$ cat config.mk
export PLATFORM = sky130hd
export DESIGN_NAME = eth_f_packet_client_csr_pkt_cnt_mc
export DESIGN_NICKNAME = d
export VERILOG_FILES = /design/src/rtl/eth_f_packet_client_csr_pkt_cnt_mc.sv
export SDC_FILE = /design/constraint.sdc
export NUM_CORES = 1
export LEC_CHECK = 0
export CAP_MARGIN = 0
export CORE_AREA = 3 3 236 238
export DETAILED_ROUTE_END_ITERATION = 10
export DIE_AREA = 0 0 239 241
export GPL_ROUTABILITY_DRIVEN = 0
export PLACE_DENSITY = 0.7
export SYNTH_ARGS = -nofsm -noshare
export SYNTH_HDL_FRONTEND = slang
export SYNTH_SLANG_ARGS = --single-unit
$ cat constraint.sdc
create_clock -name clk -period 7.05 [get_ports clk]
set_clock_uncertainty 0.05 [all_clocks]
set_input_delay 0.705 -clock clk [delete_from_list [all_inputs] [get_ports clk]]
set_output_delay 0.705 -clock clk [all_outputs]
set_load 0.05 [all_outputs]
$ cat src/rtl/eth_f_packet_client_csr_pkt_cnt_mc.sv
// Per-channel extension of narrow free-running packet counters into wide accumulators.
// Modular delta accumulation, per-channel clear, coherent snapshot, sticky wrap/saturate flag.
module eth_f_packet_client_csr_pkt_cnt_mc #(
  parameter int NUM_CH   = 4,
  parameter int IN_W     = 8,
  parameter int OUT_W    = 64,
  parameter int SATURATE = 0
) (
  input  logic                    clk,
  input  logic                    rst,
  input  logic [NUM_CH-1:0]       cnt_in_vld,
  input  logic [NUM_CH*IN_W-1:0]  cnt_in,
  input  logic [NUM_CH-1:0]       cnt_clr,
  input  logic                    snap_req,
  output logic                    snap_done,
  output logic [NUM_CH*OUT_W-1:0] cnt_out,
  output logic [NUM_CH-1:0]       cnt_wrap
);

  logic [NUM_CH-1:0] meta_q, meta_d, sync_q, sync_d, dly_q, dly_d, prev_q, prev_d;
  logic [NUM_CH-1:0] armed_q, armed_d, upd_q, upd_d, clr_q, clr_d, wrap_q, wrap_d;
  logic [1:0]        fill_q, fill_d;
  logic              snap_done_q, snap_done_d;

  logic [OUT_W-1:0]  acc_q  [NUM_CH];
  logic [OUT_W-1:0]  acc_d  [NUM_CH];
  logic [OUT_W-1:0]  out_q  [NUM_CH];
  logic [OUT_W-1:0]  out_d  [NUM_CH];
  logic [IN_W-1:0]   last_q [NUM_CH];
  logic [IN_W-1:0]   last_d [NUM_CH];
  logic [IN_W-1:0]   delta  [NUM_CH];
  logic [OUT_W:0]    sum    [NUM_CH];

  always_comb begin
    meta_d      = cnt_in_vld;
    sync_d      = meta_q;
    dly_d       = sync_q;
    prev_d      = dly_q;
    clr_d       = cnt_clr;
    snap_done_d = snap_req;
    fill_d      = (fill_q == 2'd3) ? fill_q : fill_q + 2'd1;
    // Edges are only accepted once dly_q has been seen low on a post-reset sample,
    // so a vld level that straddles reset does not count as a new sample.
    armed_d     = armed_q | ({NUM_CH{fill_q == 2'd3}} & ~dly_q);
    upd_d       = dly_q & ~prev_q & armed_q;
    wrap_d      = wrap_q;

    for (int c = 0; c < NUM_CH; c++) begin
      // NOTE: every combinational output gets a default before any branch, so no latch is inferred.
      acc_d[c]  = acc_q[c];
      last_d[c] = last_q[c];
      out_d[c]  = snap_req ? acc_q[c] : out_q[c];
      delta[c]  = cnt_in[c*IN_W +: IN_W] - last_q[c];
      sum[c]    = {1'b0, acc_q[c]} + {{(OUT_W + 1 - IN_W){1'b0}}, delta[c]};

      if (cnt_clr[c] || clr_q[c]) begin
        acc_d[c]  = '0;
        last_d[c] = '0;
        wrap_d[c] = 1'b0;
      end else if (upd_q[c]) begin
        last_d[c] = cnt_in[c*IN_W +: IN_W];
        if (sum[c][OUT_W]) begin
          wrap_d[c] = 1'b1;
          acc_d[c]  = (SATURATE != 0) ? {OUT_W{1'b1}} : sum[c][OUT_W-1:0];
        end else begin
          acc_d[c]  = sum[c][OUT_W-1:0];
        end
      end
    end
  end

  always_ff @(posedge clk) begin
    // NOTE: state is written with non-blocking assignments only, so all flops see pre-edge values.
    if (rst) begin
      meta_q      <= '0;
      sync_q      <= '0;
      dly_q       <= '0;
      prev_q      <= '0;
      armed_q     <= '0;
      upd_q       <= '0;
      clr_q       <= '0;
      wrap_q      <= '0;
      fill_q      <= '0;
      snap_done_q <= 1'b0;
      // NOTE: these per-channel arrays are real registers with defined reset values, not RAM.
      for (int c = 0; c < NUM_CH; c++) begin
        acc_q[c]  <= '0;
        out_q[c]  <= '0;
        last_q[c] <= '0;
      end
    end else begin
      meta_q      <= meta_d;
      sync_q      <= sync_d;
      dly_q       <= dly_d;
      prev_q      <= prev_d;
      armed_q     <= armed_d;
      upd_q       <= upd_d;
      clr_q       <= clr_d;
      wrap_q      <= wrap_d;
      fill_q      <= fill_d;
      snap_done_q <= snap_done_d;
      for (int c = 0; c < NUM_CH; c++) begin
        acc_q[c]  <= acc_d[c];
        out_q[c]  <= out_d[c];
        last_q[c] <= last_d[c];
      end
    end
  end

  for (genvar g = 0; g < NUM_CH; g++) begin : g_out
    assign cnt_out[g*OUT_W +: OUT_W] = out_q[g];
  end

  assign cnt_wrap  = wrap_q;
  assign snap_done = snap_done_q;

endmodule

==> summary.md <==
| Metric | Value |
|---|---|
| Synth Register Bits | 579 |
| Setup crit end kind | flop |
| Syn Nets | 2774 |
| WL/cell | about 16 microns |
| Die area | between 50000 and 60000 sq um |
| Worst EP arrival | 4.93 ns |
| Port Buffer Count | just over 300 |
| Most common cell in the netlist | nor2_1 |
| Top cells by count, synth | nor2_1 (602), dfxtp_1 (579), mux2i_1 (312) |
| Cells on worst reg2reg path | 15 |
| EDFF count, synth | 0 |
| Pin slew with the least headroom to its limit | 1.28 ns |
| Non-filler cells, final | 3658 |
| PwrDens | 226 nW/um^2 |
| Ports | 304 |
| Worst hold stages | 1 |
| Top cell type's share of synthesized area | 47.0% |
| Remaining antenna violation count | 0 |
| Post-layout nets | between 3k and 4k |
| Final period util | 64.2% |
| Min-delay src | prev_q[1]$_SDFF_PP0_ |
| Total wire length | around 57000 microns |
| Crit-path max FO | 5 |
| Initial drt markers | ~1.0k |
| Asr flop ratio synth | 0% |
| Multi-input logic area | 12300 sq um |
| Largest net degree at the start of global routing | about 130 |
| Distinct cells, synth | 59 |
| Post-cts resize count | 0 |
| Worst EP required | around 7.5 ns |
| Total grt overflow | 0 |
| Placed insts | 3547 |
| Max cap viols | 0 |
| Via count | ~19k |
| Die Y | 241 microns |
| Max clock buf depth | 3 |
| Global-route wire length before repair | a little over 90000 microns |
| Post-CTS setup buffers | 0 |
| N_diodes | 0 |
| Fin. max-slew vios | 0 |
| Vias in the first global route | ~19k |
| Seq/Total Area, Yosys | 47.0% |
| Worst hold endpoint | upd_q[1]$_SDFF_PP0_ |
| Final Hold Violating Endpoints | 0 |
| GRT Overall Usage | 19.4% |
| Dpl hpwl | between 30000 and 40000 microns |
| RSZ-0062 raised after global routing | no |
| Pre-antenna DRT Iters | 5 |
| Pleak | 11.3 nW |
| Synth area leaders | dfxtp_1 (47%), mux2i_1 (13%), nor2_1 (9.2%) |
| CP Launch Type | primary input |
| Min-delay worst type | flop to flop |
| Final hold slack | roughly 0.35 ns |
| Final min period | 4.52 ns |
| Status | finished, final reports clean |
| Seq. cell area | between 10000 and 15000 sq um |
| Total CTS buffers | 60 |
| Starting Density | 45.8% |
| Layout cell share with drive strength beyond 1 | 4.69% |
| Initial antenna violation count | 0 |
| VDD IR max | 0.185 mV |
| Clk slew on worst S/H paths | approximately 0.060 ns |
| Clock Sinks | 579 |
| Die X-Extent | 239 microns |
| Synth area leader | dfxtp_1 |
| Clock Latency Late Sink | slightly above 0.6 ns |
| FF-to-FF setup slack | 2.75 ns |
| Ys flop type | dfxtp_1 |
| YS warnings | 0 |
| Critical R2R Capture | acc_q[1][52]$_SDFFE_PP0P_ |
| Worst slew margin | 14.0% |
| WS Path Type | primary input to flop |
| Hold_buf cts | 0 |
| Total negative slack | 0 ns |
| Row cnt | 85 |
| Vias per cell | 5.22 |
| DRC viols | 0 |
| Root Driver | clkbuf_16 |
| Filler cells | between 4k and 5k |
| Syn Std Cell Area | 24700 sq um |
| Syn Area/Cell | 9.26 sq um |
| # setup viols final | 0 |
| R2r startpoint | last_q[1][1]$_SDFFE_PP0P_ |
| TritonCTS clock tree | built |
| Maximum clock rate | 0.221 GHz |
| Area growth syn-to-layout | 22.8% |
| Synth Instances | 2662 |
| Max H-tree Level | 2 |
| Core area | about 54000 sq um |
registers in the layout (all words and copies together), names as in the netlist:
register / cells
prev_q: 4
meta_q: 4
acc_q: 256
clr_q: 4
dly_d: 4
last_q: 32
snap_done: 1
cnt_wrap: 4
out_q: 256
dly_q: 4
upd_q: 4
armed_q: 4
fill_q: 2
per-layer routing:
metal  vias up  GRT usage [%]  wire [microns]
met5         -              0               0
met4         0           5.24            1310
met3        87           3.74            2840
met2       401           33.9           28000
met1      9113           24.5           25400
li1       9501              -               -
worst max-delay path by stage:
| stage | start | endpoint | slack, ns | depth (start not counted) |
|---|---|---|---|---|
| after floorplan | cnt_in[24] | acc_q[3][30]$_SDFFE_PP0P_ | 3.09 | 17 |
| after global placement | cnt_in[24] | acc_q[3][58]$_SDFFE_PP0P_ | 1.94 | 18 |
| after detailed placement | cnt_in[24] | acc_q[3][58]$_SDFFE_PP0P_ | 1.89 | 18 |
| after CTS | cnt_in[24] | acc_q[3][28]$_SDFFE_PP0P_ | 2.54 | 18 |
| after global routing | cnt_in[9] | acc_q[1][52]$_SDFFE_PP0P_ | 2.19 | 15 |
| final | cnt_in[24] | acc_q[3][28]$_SDFFE_PP0P_ | 2.53 | 18 |
critical path, stage by stage:
cell and delay (ns):
clkdlybuf4s50_1 0.42, inv_1 0.07, ha_1 0.14, inv_1 0.06, fa_1 0.40, a21o_1 0.17, a21oi_1 0.21, o21bai_1 0.09
a21oi_1 0.17, xnor2_1 0.09, ha_1 0.36, o21ai_0 0.12, a2111oi_0 0.75, o21ai_0 0.42, nand2b_1 0.33, nor3_1 0.23
xnor2_1 0.15, nor2_1 0.05
where the power goes:
group / total [mW] / internal [mW] / switching (mW)
registers: 3.29 / 3.28 / 0.00388
logic: 0.279 / 0.115 / 0.163
clock network: 3.28 / 1.97 / 1.31
total: 6.85 / 5.37 / 1.48
per-stage QoR:
| stage | total power, mW | utilization (%) | instance area, sq um | setup slack, ns |
|---|---|---|---|---|
| global route | 7.09 | 56.3 | 30300 | 2.19 |
| floorplan | 3.57 | - | 24700 | 3.09 |
| CTS | 6.94 | 56.3 | 30300 | 2.54 |
| finish | 6.85 | 56.3 | 30300 | 2.53 |
| detailed placement | 3.64 | 52.4 | 28200 | 1.89 |
| global placement | 3.63 | 52.4 | 28200 | 1.94 |
cell type report:
| type | count | share of cell area, % |
|---|---|---|
| flip-flops and latches | 579 | 38.3 |
| well taps | 696 | 2.88 |
| inverters | 75 | 0.930 |
| repair buffers | 317 | 10.4 |
| clock inverters | 23 | 0.951 |
| multi-input cells | 1880 | 40.6 |
| clock buffers | 88 | 5.91 |
kinds of logic (layout without fill, tap and decap cells):
group,after synthesis,count (layout),synth area share (%)
simple gates,1055,1055,19.6
flops,579,579,47.0
mux,312,312,12.7
xor+xnor,244,244,8.67
buf+inv,203,503,3.15
compound gates,200,200,5.19
fa+ha+maj,69,69,3.75
layout by cell type, fill, tap and decap left out, drive strengths merged, types with 26 or more instances in the layout:
master         synthesis  final
and3                  38     38
a21oi                 70     70
xor2                 132    132
nor3                  39     39
clkdlybuf4s50          0    301
xnor2                112    112
nor2                 602    602
o21ai                 43     43
clkbuf                86     88
or3                   38     38
ha                    61     61
mux2i                312    312
a21o                  26     26
dfxtp                579    579
inv                   75     76
nand4                 50     50
nand3                 85     85
nand2                103    103
(Power assumes the default switching activity.)
==> variant 1: new RTL, config.mk and constraints unchanged <==
The parameter `IN_W` goes from 8 to 12.
--- a/src/rtl/eth_f_packet_client_csr_pkt_cnt_mc.sv
+++ b/src/rtl/eth_f_packet_client_csr_pkt_cnt_mc.sv
@@ -2,7 +2,7 @@
 // Modular delta accumulation, per-channel clear, coherent snapshot, sticky wrap/saturate flag.
 module eth_f_packet_client_csr_pkt_cnt_mc #(
   parameter int NUM_CH   = 4,
-  parameter int IN_W     = 8,
+  parameter int IN_W     = 12,
   parameter int OUT_W    = 64,
   parameter int SATURATE = 0
 ) (
Interface: changed (resized cnt_in); port bits go from 304 to 320. The function was not compared with the original's and may differ.
==> variant 1 against the unedited design <==
- setup slack got worse by 0.55 ns
- combinational power increased by 47%
- sequential cell count increased by 16
- critical path depth increased by 1
- total power increased by 3.6%
- synthesized area increased by 14%
- routed wire length increased by 25%
- final area increased by 12%
- critical path type unchanged
- critical endpoint is now acc_q[3][60]
==> variant 1: results (changes against the unedited design) <==
| Metric | Value |
|---|---|
| Register area share after synthesis | `42.5% (was 47.0%)` |
| Worst-skew pair later-pin latency | `0.62 ns` |
| Pint | `5480 uW (was 5370 uW)` |
| CTS Buf Count | `61 (was 60)` |
| Clk buf depth | `3 (unchanged)` |
| Via count | `23481 (was 19102)` |
| Critical path peak fanout | `22 (was 5)` |
| Largest net degree at the start of global routing | `121 (was 126)` |
| Cts repair resizes | `0 (unchanged)` |
| Fill count | `4536 (was 4733)` |
| Port bufs | `319 (was 303)` |
| Post-synthesis cell type count | `69 (was 59)` |
| Synth warnings | `0 (unchanged)` |
| Status | `finished clean (unchanged)` |
| Drt wl/cell | `17.4 um (was 15.7 um)` |
| Hold_sp | `prev_q[0] (was prev_q[1])` |
| Vias in the first global route | `22345 (was 18576)` |
| CTS clk-pin slew, worst paths | `0.06 ns (about the same)` |
| Area contributors post-synth | `dfxtp_1 (42%), mux2i_1 (12%), nor2_1 (7.1%), ha_1 (4.1%), xnor2_1 (3.4%) (was dfxtp_1 (47%), mux2i_1 (13%), nor2_1 (9.2%), xor2_1 (4.7%), xnor2_1 (4.0%))` |
| Root Driver | `clkbuf_16 (unchanged)` |
| Initial DRT Pass Iterations | `5 (unchanged)` |
| Initial antenna violation count | `0 (unchanged)` |
| Fraction of layout cells with a size suffix above 1 | `4.78% (was 4.69%)` |
| First-pass GRT wire length | `115 mm (was 93.5 mm)` |
| Mapped Nets | `3287 (was 2774)` |
| FF-to-FF Start | `last_q[3][0] (was last_q[1][1])` |
| Detailed placement HPWL | `50.0 mm (was 39.7 mm)` |
| Commonest cells in the netlist | `dfxtp_1 (595), nor2_1 (533), mux2i_1 (349), nand2_1 (155), a21oi_1 (145) (was nor2_1 (602), dfxtp_1 (579), mux2i_1 (312), xor2_1 (132), xnor2_1 (112))` |
| H-tree Lvls | `2 (unchanged)` |
| R2R Setup Slk | `2.20 ns (was 2.75 ns)` |
| Worst setup startpoint | `cnt_in[36] (was cnt_in[24])` |
| Finish-stage setup viols | `0 (unchanged)` |
| Dpl cells | `4009 (was 3547)` |
| Post-layout nets | `3536 (was 3025)` |
| Leakage | `0.0122 uW (was 0.0113 uW)` |
| Avg Inst Size Synth | `8.97 um^2 (was 9.26 um^2)` |
| Post-CTS Setup Inserts | `0 (unchanged)` |
| Worst slew pin tran | `1.04 ns (was 1.28 ns)` |
| Top Registers | `acc_q x256, out_q x256, last_q x48 (was acc_q x256, out_q x256, last_q x32)` |
| Synth async-reset ratio | `0% (unchanged)` |
| Hold crit path type | `reg2reg (unchanged)` |
| Number of max-cap violations | `0 (unchanged)` |
| Peak VDD IR | `0.000179 V (was 0.000185 V)` |
| Drt initial violations | `1503 (was 1016)` |
| Worst Path Arrival | `5.57 ns (was 4.93 ns)` |
| Non-Filler Instances | `4125 (was 3658)` |
| Gr usage total | `24.0% (was 19.4%)` |
| Placed inst area | `31700 um^2 (was 28200 um^2)` |
| Main synth FF type | `dfxtp_1 (unchanged)` |
==> variant 1: cell types whose count changed in the layout (fill, tap and decap cells not counted), sizes merged, moves of 25 or more <==
cell | before | now
a211oi | 9 | 34
or4 | 4 | 32
mux2i | 312 | 349
nor2 | 602 | 533
nand2 | 103 | 155
a21oi | 70 | 145
ha | 61 | 93
o21ai | 43 | 104
xor2 | 132 | 67
==> variant 1: area by class of cell <==
type,instances,area [um^2],area share (%)
antenna,1,2.50,0.00740
clock buffer,83,1730,5.12
clock inverter,32,345,1.02
inverter,89,334,0.988
multi-input combinational,2285,15200,45.0
sequential,595,11900,35.2
tap,696,871,2.58
timing repair buffer,344,3400,10.1
==> variant 1: final timing paths <==
check / end / cells after the start
max: acc_q[3][60] / 19
min: upd_q[0] / 1
max reg2reg: acc_q[3][60] / 17
min reg2reg: upd_q[0] / 1
==> variant 1: cell families after synthesis <==
logic type      after synthesis  share of synthesized area (%)
compound gates              486                           11.4
xor+xnor                    177                           5.53
simple gates               1172                           20.0
flops                       595                           42.5
buf+inv                     247                           3.38
mux                         349                           12.5
fa+ha+maj                   101                           4.72
==> variant 1: stage by stage <==
step,hold WS (ns),setup WS (ns)
after detailed placement,0.335,1.48
after global placement,0.332,1.59
final,0.344,1.98
after global routing,0.353,1.65
after floorplan,0.324,2.57
after CTS,0.348,2.12
==> variant 1: worst max-delay path, cell delays in order <==
cell and delay [ns]:
clkdlybuf4s50_1 0.42, inv_1 0.06, ha_1 0.17, inv_1 0.06, fa_1 0.41, a21o_1 0.18, a21oi_1 0.21, o21ai_0 0.15
or4_1 0.47, a211o_1 0.28, nand3_1 0.09, ha_1 0.19, nand2_1 0.10, o21bai_1 0.18, a21oi_1 0.15, buf_4 0.18
nand4b_1 0.67, or4_1 0.73, a21oi_1 0.15
==> variant 1: power by group through the flow <==
| stage | Sequential [uW] | Combinational, uW | Clock, uW |
|---|---|---|---|
| floorplan | 3450 | 295 | 0 |
| global placement | 3450 | 395 | 0 |
| detailed placement | 3450 | 405 | 0 |
| CTS | 3380 | 408 | 3380 |
| global route | 3380 | 447 | 3520 |
| finish | 3380 | 409 | 3310 |
==> variant 1: per-layer routing <==
layer  track usage (%)  vias to the layer above  routed length [um]
met5                 0                        -                   0
met4              5.74                        0                1420
met3              5.42                      120                4610
met2              40.1                      618               33500
met1              31.7                    11179               32100
li1                  -                    11564                   -
==> variant 2: new RTL, same flow settings <==
Without the edit above. The output `snap_done` loses its register stage (`snap_done_q` becomes a continuous assignment).
--- a/src/rtl/eth_f_packet_client_csr_pkt_cnt_mc.sv
+++ b/src/rtl/eth_f_packet_client_csr_pkt_cnt_mc.sv
@@ -81,7 +81,6 @@
       clr_q       <= '0;
       wrap_q      <= '0;
       fill_q      <= '0;
-      snap_done_q <= 1'b0;
       // NOTE: these per-channel arrays are real registers with defined reset values, not RAM.
       for (int c = 0; c < NUM_CH; c++) begin
         acc_q[c]  <= '0;
@@ -98,7 +97,6 @@
       clr_q       <= clr_d;
       wrap_q      <= wrap_d;
       fill_q      <= fill_d;
-      snap_done_q <= snap_done_d;
       for (int c = 0; c < NUM_CH; c++) begin
         acc_q[c]  <= acc_d[c];
         out_q[c]  <= out_d[c];
@@ -106,6 +104,8 @@
       end
     end
   end
+
+  assign snap_done_q = snap_done_d;
 
   for (genvar g = 0; g < NUM_CH; g++) begin : g_out
     assign cnt_out[g*OUT_W +: OUT_W] = out_q[g];
Check against the original RTL: not equivalent (a bounded check fails within 4 cycles, from zero or initial values and one cycle with rst high).
==> variant 2 against the unedited design <==
- synthesized area up 2.7%
- setup slack worse by 0.11 ns
- routed wire length increased by 5.3%
- non-clock buffer count did not move
- hold slack improved by 0.011 ns
- sequential cell count shrank 1
- total power shrank 0.13%
- final area increased by 2.0%
- sequential power about the same
- combinational power up 3%
- cell count is 1.5% higher
- first-iteration DRC count grew 7.4%
- sequential share of layout area decreased by 0.81 points
- critical path type unchanged
==> variant 2: results (changes against the unedited design) <==
| Metric | Value |
|---|---|
| Pre-CTS setup slack | `1.83 ns (was 1.89 ns)` |
| Clkbuf count | `80 (was 88)` |
| Diode count | `1 (was 0)` |
| Peak VDD IR | `0.000196 V (was 0.000185 V)` |
| Clock-cell share | `6.69% (was 6.86%)` |
| First-pass GRT wire length | `99.5 mm (was 93.5 mm)` |
| Critical path peak fanout | `10 (was 5)` |
| Placed inst area | `28800 um^2 (was 28200 um^2)` |
| Mapped Nets | `2839 (was 2774)` |
| Critical path's largest stage delay | `0.69 ns (was 0.75 ns)` |
| Leakage | `0.0111 uW (was 0.0113 uW)` |
| Multi-input combinational area share | `41.8% (was 40.6%)` |
| Vias/cell | `5.41 (was 5.22)` |
| Sequential standard cell area | `11600 um^2 (about the same)` |
| CTS Buf Count | `59 (was 60)` |
| NonClk Buf Share | `10.3% (was 10.4%)` |
| Post-synthesis cell type count | `70 (was 59)` |
| Register area share after synthesis | `45.7% (was 47.0%)` |
| Post-layout nets | `3079 (was 3025)` |
| Detailed placement HPWL | `41.5 mm (was 39.7 mm)` |
| Area contributors post-synth | `dfxtp_1 (46%), mux2i_1 (12%), nor2_1 (7.7%), xnor2_1 (4.7%), ha_1 (3.0%) (was dfxtp_1 (47%), mux2i_1 (13%), nor2_1 (9.2%), xor2_1 (4.7%), xnor2_1 (4.0%))` |
| Area of the multi-input gates | `12900 um^2 (was 12300 um^2)` |
| Drt initial violations | `1091 (was 1016)` |
| Dpl cells | `3602 (was 3547)` |
| Status | `finished clean (unchanged)` |
variant 2: where the power goes:
group	leakage, uW	switching (uW)	internal, uW
Sequential	0.00466	4.74	3280
Clock	0.00100	1310	1960
Combinational	0.00546	169	118
variant 2: path summary, 6_finish.rpt:
path	endpoint	depth (start not counted)	startpoint	slack (ns)
max	acc_q[1][59]	17	cnt_in[8]	2.41
min	upd_q[1]	1	prev_q[1]	0.36
max reg2reg	acc_q[1][59]	15	last_q[1][0]	2.65
min reg2reg	upd_q[1]	1	prev_q[1]	0.36
variant 2: logic make-up (layout without fill, tap and decap cells):
kind of cell,after synthesis,in the layout,share of synthesized area [%]
muxes,312,312,12.3
xor gates and xnor gates,207,207,7.16
AOI/OAI and AO/OA,331,331,8.34
DFF,578,578,45.7
adders and majority gates,69,69,3.65
buffers and inverters,213,501,3.36
other,0,1,0
and+or+nand+nor,1017,1017,19.4
variant 2: layer usage:
layer	GRT usage, %	part of all wire [%]
met4	6.89	2.6
met1	27.3	46
met3	3.14	4.5
met2	34.3	47
met5	0	0.036
